**src/rtl/watch_pkg.sv**
```systemverilog
// Shared types and constants for the stopwatch mode controller.
package watch_pkg;

    // Width of the field index presented on field_sel.
    localparam int unsigned FIELD_W = 2;

    typedef enum logic [2:0] {
        StIdle  = 3'd0,
        StRun   = 3'd1,
        StPause = 3'd2,
        StLap   = 3'd3,
        StSet   = 3'd4
    } watch_state_e;

    // Highest legal digit per field: seconds/minutes style 9,5,9,5.
    function automatic logic [3:0] field_max(input logic [FIELD_W-1:0] idx);
        logic [3:0] max_val;
        unique case (idx)
            2'd0: max_val = 4'd9;
            2'd1: max_val = 4'd5;
            2'd2: max_val = 4'd9;
            2'd3: max_val = 4'd5;
        endcase
        return max_val;
    endfunction

endpackage

```
**src/rtl/watch_field_editor.sv**
```systemverilog
// SET-mode digit editor: adjusts the working value, strobes the load and steps fields.
module watch_field_editor
    import watch_pkg::*;
#(
    parameter int unsigned NUM_FIELDS = 3
) (
    input  logic                  clk,
    input  logic                  reset,
    input  logic                  enter_i,
    input  logic                  adj_i,
    input  logic                  next_i,
    output logic [FIELD_W-1:0]    field_sel_o,
    output logic [3:0]            init_val_o,
    output logic [NUM_FIELDS-1:0] set_load_o,
    output logic                  done_o
);

    logic [FIELD_W-1:0]    field_sel_q, field_sel_d;
    logic [3:0]            init_val_q, init_val_d;
    logic [NUM_FIELDS-1:0] set_load_q, set_load_d;
    logic                  loading;
    logic                  last_field;

    // The load strobe cycle shows the loaded field and value; the step happens after it.
    assign loading    = |set_load_q;
    assign last_field = (field_sel_q == FIELD_W'(NUM_FIELDS - 1));

    // Next-state for the field index, working value and load strobe.
    always_comb begin
        field_sel_d = field_sel_q;
        init_val_d  = init_val_q;
        set_load_d  = '0;
        if (enter_i) begin
            field_sel_d = '0;
            init_val_d  = '0;
        end else if (loading) begin
            init_val_d  = '0;
            field_sel_d = last_field ? '0 : field_sel_q + 1'b1;
        end else if (next_i) begin
            for (int i = 0; i < int'(NUM_FIELDS); i++) begin
                set_load_d[i] = (field_sel_q == FIELD_W'(i));
            end
        end else if (adj_i) begin
            init_val_d = (init_val_q >= field_max(field_sel_q)) ? 4'd0 : init_val_q + 4'd1;
        end
    end

    // Editor registers; reset discards any partial edit.
    always_ff @(posedge clk) begin
        if (reset) begin
            field_sel_q <= '0;
            init_val_q  <= '0;
            set_load_q  <= '0;
        end else begin
            field_sel_q <= field_sel_d;
            init_val_q  <= init_val_d;
            set_load_q  <= set_load_d;
        end
    end

    assign field_sel_o = field_sel_q;
    assign init_val_o  = init_val_q;
    assign set_load_o  = set_load_q;
    assign done_o      = loading && last_field;

endmodule

```
**src/rtl/watch_mode_ctrl.sv**
```systemverilog
// Stopwatch mode controller: run/pause/lap/set FSM driving digit counter controls.
module watch_mode_ctrl
    import watch_pkg::*;
#(
    parameter int unsigned NUM_FIELDS = 3,
    parameter int unsigned TICK_GATE  = 1
) (
    input  logic                  clk,
    input  logic                  reset,
    input  logic                  tick,
    input  logic                  btn_start,
    input  logic                  btn_mode,
    input  logic                  btn_adj,
    output logic                  count_en,
    output logic                  clr,
    output logic [NUM_FIELDS-1:0] set_load,
    output logic [3:0]            init_val,
    output logic [1:0]            field_sel,
    output logic                  lap_hold,
    output logic [2:0]            state
);

    watch_state_e state_q, state_d;
    logic         count_en_q, count_en_d;
    logic         clr_q, clr_d;
    logic         lap_hold_q, lap_hold_d;
    logic         ed_enter, ed_next, ed_adj, ed_done;

    watch_field_editor #(
        .NUM_FIELDS (NUM_FIELDS)
    ) u_editor (
        .clk         (clk),
        .reset       (reset),
        .enter_i     (ed_enter),
        .adj_i       (ed_adj),
        .next_i      (ed_next),
        .field_sel_o (field_sel),
        .init_val_o  (init_val),
        .set_load_o  (set_load),
        .done_o      (ed_done)
    );

    // Next state and registered-output inputs; start beats mode beats adjust.
    always_comb begin
        state_d  = state_q;
        ed_enter = 1'b0;
        ed_next  = 1'b0;
        ed_adj   = 1'b0;
        case (state_q)
            StIdle: begin
                if (btn_start) begin
                    state_d = StRun;
                end else if (btn_mode) begin
                    state_d  = StSet;
                    ed_enter = 1'b1;
                end
            end
            StRun: begin
                if (btn_start)     state_d = StPause;
                else if (btn_mode) state_d = StLap;
            end
            StLap: begin
                if (btn_start)     state_d = StPause;
                else if (btn_mode) state_d = StRun;
            end
            StPause: begin
                if (btn_start)     state_d = StRun;
                else if (btn_mode) state_d = StIdle;
            end
            StSet: begin
                // btn_start has no meaning while editing.
                if (ed_done)      state_d = StIdle;
                else if (btn_mode) ed_next = 1'b1;
                else if (btn_adj)  ed_adj  = 1'b1;
            end
            default: state_d = StIdle;
        endcase

        clr_d      = (state_q == StPause) && !btn_start && btn_mode;
        count_en_d = ((state_d == StRun) || (state_d == StLap)) && ((TICK_GATE == 0) || tick);
        lap_hold_d = (state_d == StLap);
    end

    // State and output registers; clr is held high through reset and one cycle after.
    always_ff @(posedge clk) begin
        if (reset) begin
            state_q    <= StIdle;
            count_en_q <= 1'b0;
            clr_q      <= 1'b1;
            lap_hold_q <= 1'b0;
        end else begin
            state_q    <= state_d;
            count_en_q <= count_en_d;
            clr_q      <= clr_d;
            lap_hold_q <= lap_hold_d;
        end
    end

    assign state    = state_q;
    assign count_en = count_en_q;
    assign clr      = clr_q;
    assign lap_hold = lap_hold_q;

endmodule

```
**config.mk**
```make
export PLATFORM = sky130hd
export DESIGN_NAME = watch_mode_ctrl
export DESIGN_NICKNAME = d
export VERILOG_FILES = /design/src/rtl/watch_pkg.sv /design/src/rtl/watch_field_editor.sv /design/src/rtl/watch_mode_ctrl.sv
export SDC_FILE = /design/constraint.sdc
export NUM_CORES = 1
export LEC_CHECK = 0
export CORE_MARGIN = 3
export CORE_UTILIZATION = 46
export CTS_CLUSTER_SIZE = 40
export DETAILED_ROUTE_END_ITERATION = 7
export GPL_TIMING_DRIVEN = 1
export PLACE_DENSITY = 0.77
export RECOVER_POWER = 100
export SLEW_MARGIN = 20
export SYNTH_ARGS = -nofsm -noshare
export SYNTH_HDL_FRONTEND = slang
export SYNTH_HIERARCHICAL = 1
export SYNTH_SLANG_ARGS = --single-unit
```
**constraint.sdc**
```tcl
create_clock -name clk -period 2.25 [get_ports clk]
set_clock_uncertainty 0.1 [all_clocks]
set_input_delay 0.3375 -clock clk [delete_from_list [all_inputs] [get_ports clk]]
set_output_delay 0.3375 -clock clk [all_outputs]
set_load 0.005 [all_outputs]
```
# Yosys cells after proc, flatten, opt, wreduce, memory -nomap -nowiden
# Index checks and enable logic that the tools add are counted.
dict set report classes {
  multipliers 0
  muxes 26
  n_eq_ne 9
  addsub 2
  reduce_logical 15
  order_cmp 1
  n_bitwise 1
  shift 0
  div_mod_pow 0
}
# op n
set op_table {}
lappend op_table {{two-way mux 3 bit} 9}
lappend op_table {{two-way mux 4 bit} 5}
lappend op_table {{case mux 3 bit (5 select lines)} 1}
lappend op_table {{equality test 3 x 2 -> 1 bit (second input constant)} 3}
lappend op_table {{two-way mux 1 bit} 9}
lappend op_table {{case mux 4 bit (2 select lines)} 1}
lappend op_table {{equality test 3 x 1 -> 1 bit (second input constant)} 2}
lappend op_table {{OR reduction 2 bit} 3}
lappend op_table {{OR reduction 6 bit} 1}
lappend op_table {{OR reduction 5 bit} 1}
lappend op_table {{adder 4 x 1 -> 4 bit (second input constant)} 1}
lappend op_table {{equality test 2 bit (second input constant)} 2}
lappend op_table {{greater-or-equal comparator 4 bit} 1}
lappend op_table {{logical AND 1 bit} 4}
lappend op_table {{equality test 3 bit (second input constant)} 1}
lappend op_table {{zero test 3 bit} 1}
lappend op_table {{OR reduction 3 bit} 1}
lappend op_table {{adder 2 x 1 -> 2 bit (second input constant)} 1}
lappend op_table {{equality test 2 x 1 -> 1 bit (second input constant)} 1}
lappend op_table {{zero test 2 bit} 1}
lappend op_table {{two-way mux 2 bit} 1}
lappend op_table {{AND reduction 2 bit} 1}
lappend op_table {{zero test 1 bit} 1}
lappend op_table {{logical OR 1 bit} 1}
lappend op_table {{inverter 1 bit} 1}
dict set report totals {
  word_cells 61
  ramBits 0
  latchBits 0
  rom_bits 0
  reg_bits 15
  in_bits 6
  n_memories 0
  out_inout_bits 15
}

# Logic depth before layout (Yosys ltp)
dict set report logic_depth {
  depth_word 10
  mapped_depth 9
  depth_no_buf 9
}

# Modules after synthesis
# The synthesis kept the hierarchy.
# mod seq_area_each_um2 n_inst area_per_inst_um2 cells_per_inst
set by_module_without_submodules {}
lappend by_module_without_submodules {watch_field_editor 180.2 1 473.0 55}
lappend by_module_without_submodules {watch_mode_ctrl 120.1 1 291.5 30}

# Worst setup path before layout
# OpenSTA, ideal clock, no wires.
dict set report synth_path {
  path_type {reg-to-reg}
  startpoint {register u_editor.set_load_q[1], in the netlist u_editor/set_load_o[1]}
  endpoint {register u_editor.init_val_q[2], in the netlist u_editor/init_val_o[2]}
  arrival_time_ns 1.859
  stages_incl_launch_ff 9
  required_time_ns 2.080
  period_less_slack_ns 2.029
  path_slack_ns 0.221
  path_cell_list {dfxtp_1 nor3_4 nor2_1 nand2b_1 nor4_1 nand2b_4 nor3b_1 o21ai_0 a21oi_1}
}
dict set report synth_between {
  word_cells_on_any_way 9
  cone_classes {mux: 4; bitwise: 1; reduce/logical: 4}
}
# element line
set synth_rtl {}
lappend synth_rtl {{start: declaration} watch_field_editor.sv:20} ;# logic [NUM_FIELDS-1:0] set_load_q, set_load_d;
lappend synth_rtl {{start signal: assignment} watch_field_editor.sv:57} ;# set_load_q <= set_load_d;
lappend synth_rtl {{OR reduction 3 bit} watch_field_editor.sv:25} ;# assign loading = |set_load_q;
lappend synth_rtl {{logical AND 1 bit} watch_field_editor.sv:64} ;# assign done_o = loading && last_field;
lappend synth_rtl {{named net ed_done} watch_mode_ctrl.sv:27} ;# logic ed_enter, ed_next, ed_adj, ed_done;
lappend synth_rtl {{two-way mux 1 bit} watch_mode_ctrl.sv:72} ;# if (ed_done) state_d = StIdle;
lappend synth_rtl {{two-way mux 1 bit} watch_mode_ctrl.sv:49} ;# case (state_q)
lappend synth_rtl {{named net ed_adj} watch_mode_ctrl.sv:27}
lappend synth_rtl {{AND reduction 2 bit (no line)} --}
lappend synth_rtl {{end signal: assignment} watch_field_editor.sv:56} ;# init_val_q <= init_val_d;
lappend synth_rtl {{end: declaration} watch_field_editor.sv:19} ;# logic [3:0] init_val_q, init_val_d;
# The timed path passes the listed nets, and every way through them passes these cells.
# A chain may end at the register's enable or synchronous reset.

# Final worst setup path
dict set report layout_path {
  startpoint {register u_editor.set_load_q[1], in the netlist u_editor/set_load_o[1]}
  endpoint {register u_editor.init_val_q[2], in the netlist u_editor/init_val_o[2]}
}
dict set report layout_between {
  elab_chain_len 6
  word_cells_on_any_way 9
  cone_classes {mux: 4; bitwise: 1; reduce/logical: 4}
}
# element line
set layout_lines {}
lappend layout_lines {{OR reduction 3 bit} watch_field_editor.sv:25}
lappend layout_lines {{logical AND 1 bit} watch_field_editor.sv:64}
lappend layout_lines {{named net ed_done} watch_mode_ctrl.sv:27}
lappend layout_lines {{two-way mux 1 bit} watch_mode_ctrl.sv:72}
lappend layout_lines {{two-way mux 1 bit} watch_mode_ctrl.sv:49}
lappend layout_lines {{named net ed_next} watch_mode_ctrl.sv:27}
lappend layout_lines {{inverter 1 bit (no line)} --}
lappend layout_lines {{AND reduction 2 bit (no line)} --}
# The timed path passes the listed nets, and every way through them passes these cells.

==> impl_metrics.env <==
export IMPL_fin_crit_ns=2.02
export IMPL_ys_seq_area_share_pct=39.3
export IMPL_drive_above_1_share_pct=10.0
export IMPL_worstSetupPathType="reg2reg"
export IMPL_cp_max_fo=7
export IMPL_ys_ff_latch=15
export IMPL_syn_area_per_cell_um2=8.99
export IMPL_dp_hpwl_mm=1.12
export IMPL_synth_top_area_share_pct=39.3
export IMPL_grt_pass1_vias=566
export IMPL_drt_iter0_markers=7
export IMPL_status="completed"
export IMPL_final_nets=122
export IMPL_area_growth_pct=29.5
export IMPL_hold_viol_final=0
export IMPL_fillers=156
export IMPL_antenna_found_initial=0
export IMPL_die_y_um=46.8
export IMPL_critPathArrivalTime_ns=2.08
export IMPL_worstMarginPinSlew_ns=0.357
export IMPL_clk_pin_slew_worst_paths_ns=0.09
export IMPL_cp_end_kind="flop"
export IMPL_slew_viol_final=0
export IMPL_cts_htree_levels=1
export IMPL_cts_repair_resized=0
export IMPL_syn_nets=96
export IMPL_grt_pass1_wl_mm=2.26
export IMPL_setup_viol=0
export IMPL_first_pass_iters=3
export IMPL_max_slew_margin_pct=75.6
export IMPL_syn_inst=85
export IMPL_place_gp_congestion=0.771
export IMPL_cts_max_path_buffers=2
export IMPL_clk_latency_ns=0.28
export IMPL_portBuffers=20
export IMPL_die_x_um=46.8
export IMPL_worst_slack_ns=0.233
export IMPL_synth_area_leader_cell="dfxtp_1"
export IMPL_vias=646
export IMPL_cts_tree="built"
export IMPL_required_ns=2.32
export IMPL_drc=0
export IMPL_ys_warn_count=6
export IMPL_cts_buffers=3
export IMPL_wl_mm=1.39
export IMPL_post_drt_wl_per_cell_um=11.0
export IMPL_num_antenna_cells=0
export IMPL_syn_cell_area_um2=764
export IMPL_drtAntennaViolNets=0
export IMPL_power_density_nw_per_um2=504
export IMPL_postCtsSetupRepairBufs=0
export IMPL_core_area_um2=1540
export IMPL_power_leakage_uw=0.000412
export IMPL_rows=14
export IMPL_cts_hold_buf=0
export IMPL_cts_sinks=15
export IMPL_hold_slack_ns=0.407
export IMPL_post_place_ws_ns=0.127
export IMPL_maxCapViolCount=0
export IMPL_viasPerCell=5.13
export IMPL_cp_start_kind="flop"
export IMPL_io_pins=21
export IMPL_ir_drop_uv=387
export IMPL_grt_max_degree=10
export IMPL_fp_dieArea_um2=2190
export IMPL_tns_ns=0
export IMPL_start_util_pct=49.6
export IMPL_synth_area_top_cells="dfxtp_1 39%, ha_1 8.2%, a21oi_1 4.6%"
export IMPL_ys_types=30
export IMPL_clk_root_buffer_cell="clkbuf_4"
export IMPL_hp_class="reg2reg"
export IMPL_post_route_period_util_pct=89.7
export IMPL_post_route_util_pct=64.2
export IMPL_grt_usage_pct=14.0
export IMPL_rsz0062_at_grt="no"
export IMPL_fmax_mhz=496
export IMPL_overflow=0
[cell families after synthesis]
| kind of cell | synth area share [%] |
|---|---|
| compound gates | 14.1 |
| xor+xnor | 2.29 |
| fa+ha+maj | 8.18 |
| buf+inv | 4.58 |
| flops | 39.3 |
| simple gates | 31.6 |
[sequential cells by signal, summed over array words and instances, names as in the netlist]
name / flops
state: 3
u_editor/field_sel_o: 2
count_en: 1
u_editor/set_load_o: 3
clr: 1
u_editor/init_val_o: 4
lap_hold: 1
[Yosys cell counts]
cell type / count
nor3_4: 1
nor2_2: 1
buf_2: 1
nor4b_1: 2
clkbuf_1: 1
inv_1: 5
a21oi_1: 7
and2_1: 2
nand4b_1: 1
xnor2_1: 2
a21o_1: 1
nor3_2: 1
a41o_1: 1
nand2_2: 1
nand3b_1: 1
ha_1: 5
nor3b_1: 1
nor2_1: 7
nor3_1: 6
dfxtp_1: 15
nand3_1: 3
o21ai_0: 3
buf_4: 1
nand2b_1: 4
nand2_1: 7
nor2b_1: 1
nor4_1: 1
nand2b_4: 1
a31oi_2: 1
a2111oi_4: 1
[final timing paths]
check	from	endpoint	slack [ns]	cells past startpoint
worst max-delay path	u_editor/set_load_o[1]	u_editor/init_val_o[2]	0.23	8
worst min-delay path	u_editor/init_val_o[3]	u_editor/init_val_o[3]	0.41	2
worst max register to register	u_editor/set_load_o[1]	u_editor/init_val_o[2]	0.23	8
worst min register to register	u_editor/init_val_o[3]	u_editor/init_val_o[3]	0.41	2
[per-stage QoR]
step	area [um^2]	power (uW)	std cells
3_3_place_gp	998	365	122
5_1_grt	990	522	126
4_1_cts	1030	518	126
6_report	990	499	126
2_1_floorplan	764	331	85
3_5_place_dp	998	367	122
[placed cells by master, fill, tap and decap left out, types with 2 or more instances in the layout]
master / n
and2_1: 2
nand2b_1: 4
clkbuf_4: 3
clkdlybuf4s50_1: 4
ha_1: 5
a21oi_1: 7
xnor2_1: 2
inv_1: 5
nand2_1: 7
o21ai_0: 3
nor3_1: 7
dfxtp_1: 15
buf_4: 3
nand3_1: 3
nor2_1: 8
dlygate4sd3_1: 16
nor4b_1: 2
[worst max-delay path, cell delays in order, from the launching register on]
cell      delay [ns]
dfxtp_1         0.32
nor3_1          0.25
nor2_1          0.08
nand2b_1        0.18
nor4b_1         0.39
nand2b_4        0.24
nor3b_1         0.05
o21ai_0         0.18
a21oi_1         0.10
[final cells by class]
cell class,count,area [um^2],share of cell area (%)
flip-flops and latches,15,300,30.3
clock inverters,1,5.00,0.506
clock buffers,3,22.5,2.28
well taps,16,20.0,2.02
repair buffers,24,226,22.9
inverters,5,18.8,1.90
multi-input cells,62,397,40.1
[layer usage]
layer  vias to the layer above  share of wire (%)  track usage [%]  wire, um
li1                        346                  -                -         -
met2                        18                 47             24.9       654
met1                       280                 46             16.4       644
met5                         -                  0                0         0
met4                         0                1.2             4.97        16
met3                         2                5.3             3.07        74
[power breakdown]
part,leakage [uW],internal (uW),switching [uW]
Clock,0.0000177,65.9,85.1
Combinational,0.000272,34.5,28.6
Sequential,0.000122,274,10.7
Total,0.000412,375,124
(Power assumes the default switching activity.)
==> edit, RTL diff (same flow settings) <==
Reset style: asynchronous (`reset`), changed in 2 clocked blocks.
--- a/src/rtl/watch_field_editor.sv
+++ b/src/rtl/watch_field_editor.sv
@@ -46,7 +46,7 @@
     end
 
     // Editor registers; reset discards any partial edit.
-    always_ff @(posedge clk) begin
+    always_ff @(posedge clk or posedge reset) begin
         if (reset) begin
             field_sel_q <= '0;
             init_val_q  <= '0;
--- a/src/rtl/watch_mode_ctrl.sv
+++ b/src/rtl/watch_mode_ctrl.sv
@@ -82,7 +82,7 @@
     end
 
     // State and output registers; clr is held high through reset and one cycle after.
-    always_ff @(posedge clk) begin
+    always_ff @(posedge clk or posedge reset) begin
         if (reset) begin
             state_q    <= StIdle;
             count_en_q <= 1'b0;
Check against the original RTL: differs if reset is asserted again (counterexample within 4 cycles, from zero or initial values and one cycle with reset high); with reset held inactive, the same outputs for 10 cycles.
==> edit against the original RTL <==
Synthesized area is 5.4% higher; sequential cell count stayed put; design area is 8.0% higher; routed wire length is 18% higher; setup slack worse by 0.033 ns; synthesized cell count is 2.4% lower; sequential share of layout area is 5.0 points higher; critical path depth stayed put; highest routed layer unchanged.
Power is not compared: it rests on default switching activity, and its combinational part moved more than twofold at a synthesized area within 25%.
==> edit: results (changes against the original RTL) <==
[synth]
yosys-top-cells-area = dfrtp_1 (43%), ha_1 (7.8%), nand2b_1 (4.7%)
synth.distinct_cells = 31  ; +3.3%
syn_nets = 94  ; -2.1%
ys_seq_area_share_pct = 46.74  ; +7.5 points
synth_common_cells = dfrtp_1 (14), nand2_1 (8), nor2_1 (8), a21oi_1 (6), nand2b_1 (6)
synth_async_sr_flop_share_pct = 100.0  ; +100 points
synth_flop_cell = dfrtp_1

[grt]
grt_max_degree = 10  ; unchanged
grt_use_total_pct = 16.41  ; +2.4 points
grt_pass1_vias = 593  ; +4.8%
grt_antenna_before_repair = 0  ; unchanged
grt_pass1_wl_um = 2587  ; +15%

[clock_network]
htree_levels = 1  ; unchanged
cts_buffer_depth = 2  ; unchanged
cts-buffers-inserted = 3  ; unchanged
clk_latency_ns = 0.29
cts.clk_slew.worst_paths_ns = 0.09  ; about the same

[critical_path]
r2r-start = u_editor/set_load_o[1]
reg2regPathDepth = 8  ; unchanged
crit_type = register to register
worst_ep_arrival_time_ns = 2.18  ; +0.10 ns
slowest_stage = dfrtp_1
r2r-end = u_editor/init_val_o[2]
reg2reg_slack_ns = 0.20  ; -0.03 ns
slowest_delay_ns = 0.39  ; about the same

[finish]
antennaDiodeCount = 0  ; unchanged
largest_reg_flops = 4  ; unchanged
finalNetCount = 120  ; -1.6%
drive_gt1_share_pct = 12.96  ; +3.0 points

[detailed_routing]
drt_iter0_drc = 22  ; +15
vias = 685  ; +6.0%
final_antenna_net_count = 0  ; unchanged
routed_wl_um = 1636  ; +18%
firstDrtPassIters = 4  ; +1

[place]
io_buffer_count = 20  ; unchanged
routabilityCongestion = 0.8035  ; +4.2%
dpl_cell_area_um2 = 1021  ; +2.3%
dp_hpwl_um = 1251  ; +12%

[power_and_ir_drop]
leakage_nw = 0.4906
ir_worst_vdd_uv = 724.6

[sta]
relSlewSlack_pct = 72.23  ; -3.3 points

[min_path]
hold_class = primary input to asynchronous set/reset pin

[run_status]
status = finished clean

[run]
max-cap-violations = 0  ; unchanged

==> edit: final cells by class <==
class,instances,area [um^2]
Clock inverter,1,5.005
Sequential cell,15,377.9
Inverter,5,18.77
Fill cell,120,508.0
Clock buffer,3,22.52
Multi-Input combinational cell,60,397.9
Tap cell,16,20.02
Timing Repair Buffer,24,226.5
==> edit: per-stage QoR <==
step	utilization (%)	cells	total power, mW	worst slack (ns)	hold slack (ns)
after floorplan	-	83	0.7718	0.2188	0.02773
after global placement	64.76	118	0.9716	0.1897	0.4166
after detailed placement	64.76	118	0.9869	0.1075	0.4246
after CTS	66.51	122	1.146	0.1292	0.1920
after global routing	67.78	124	1.209	0.007251	0.3534
final	67.78	124	1.115	0.1991	0.3213
==> edit: cell families after synthesis <==
family / after synthesis / synth area share (%)
AO/OA/AOI/OAI: 12 / 10.25
XOR/XNOR: 2 / 2.174
buffers and inverters: 8 / 4.813
AND/OR/NAND/NOR: 41 / 28.26
adder cells (fa/ha/maj): 5 / 7.764
flip-flops: 15 / 46.74
==> edit: power by group through the flow <==
stage	Sequential, mW	Combinational, mW	Clock [mW]
6_report	0.466	0.491	0.158
5_1_grt	0.485	0.550	0.174
4_1_cts	0.464	0.519	0.163
3_5_place_dp	0.470	0.517	0
3_3_place_gp	0.468	0.503	0
2_1_floorplan	0.433	0.339	0
==> edit: how the worst max path moves through the flow <==
stage / to / cells after the start / slack, ns
3_3_place_gp: u_editor/init_val_o[2] / 7 / 0.19
5_1_grt: u_editor/init_val_o[2] / 8 / 0.007
2_1_floorplan: u_editor/init_val_o[2] / 8 / 0.22
4_1_cts: u_editor/init_val_o[2] / 9 / 0.13
3_5_place_dp: u_editor/init_val_o[2] / 7 / 0.11
6_report: u_editor/init_val_o[2] / 8 / 0.20
==> edit: what timing repair did <==
item,4_1_cts,5_1_grt
hold buffers,0,0
setup buffers,0,2
hold endpoints to repair,0,0
resized for setup,0,3
endpoints found under the setup margin,0,3
==> edit: per-layer routing <==
layer | vias up | global-route usage, % | wire [um] | part of all wire (%)
met2 | 18 | 26.12 | 816 | 50
li1 | 328 | - | - | -
met4 | 0 | 4.839 | 18 | 1.1
met5 | - | 0 | 0 | 0
met3 | 4 | 5.639 | 76 | 4.6
met1 | 335 | 20.96 | 725 | 44
==> edit: critical path, delay by kind of cell, from the launching register on <==
family	cells	cell delay, ns
AOI/OAI and AO/OA	2	0.24
DFF	1	0.39
and+or+nand+nor	6	1.26
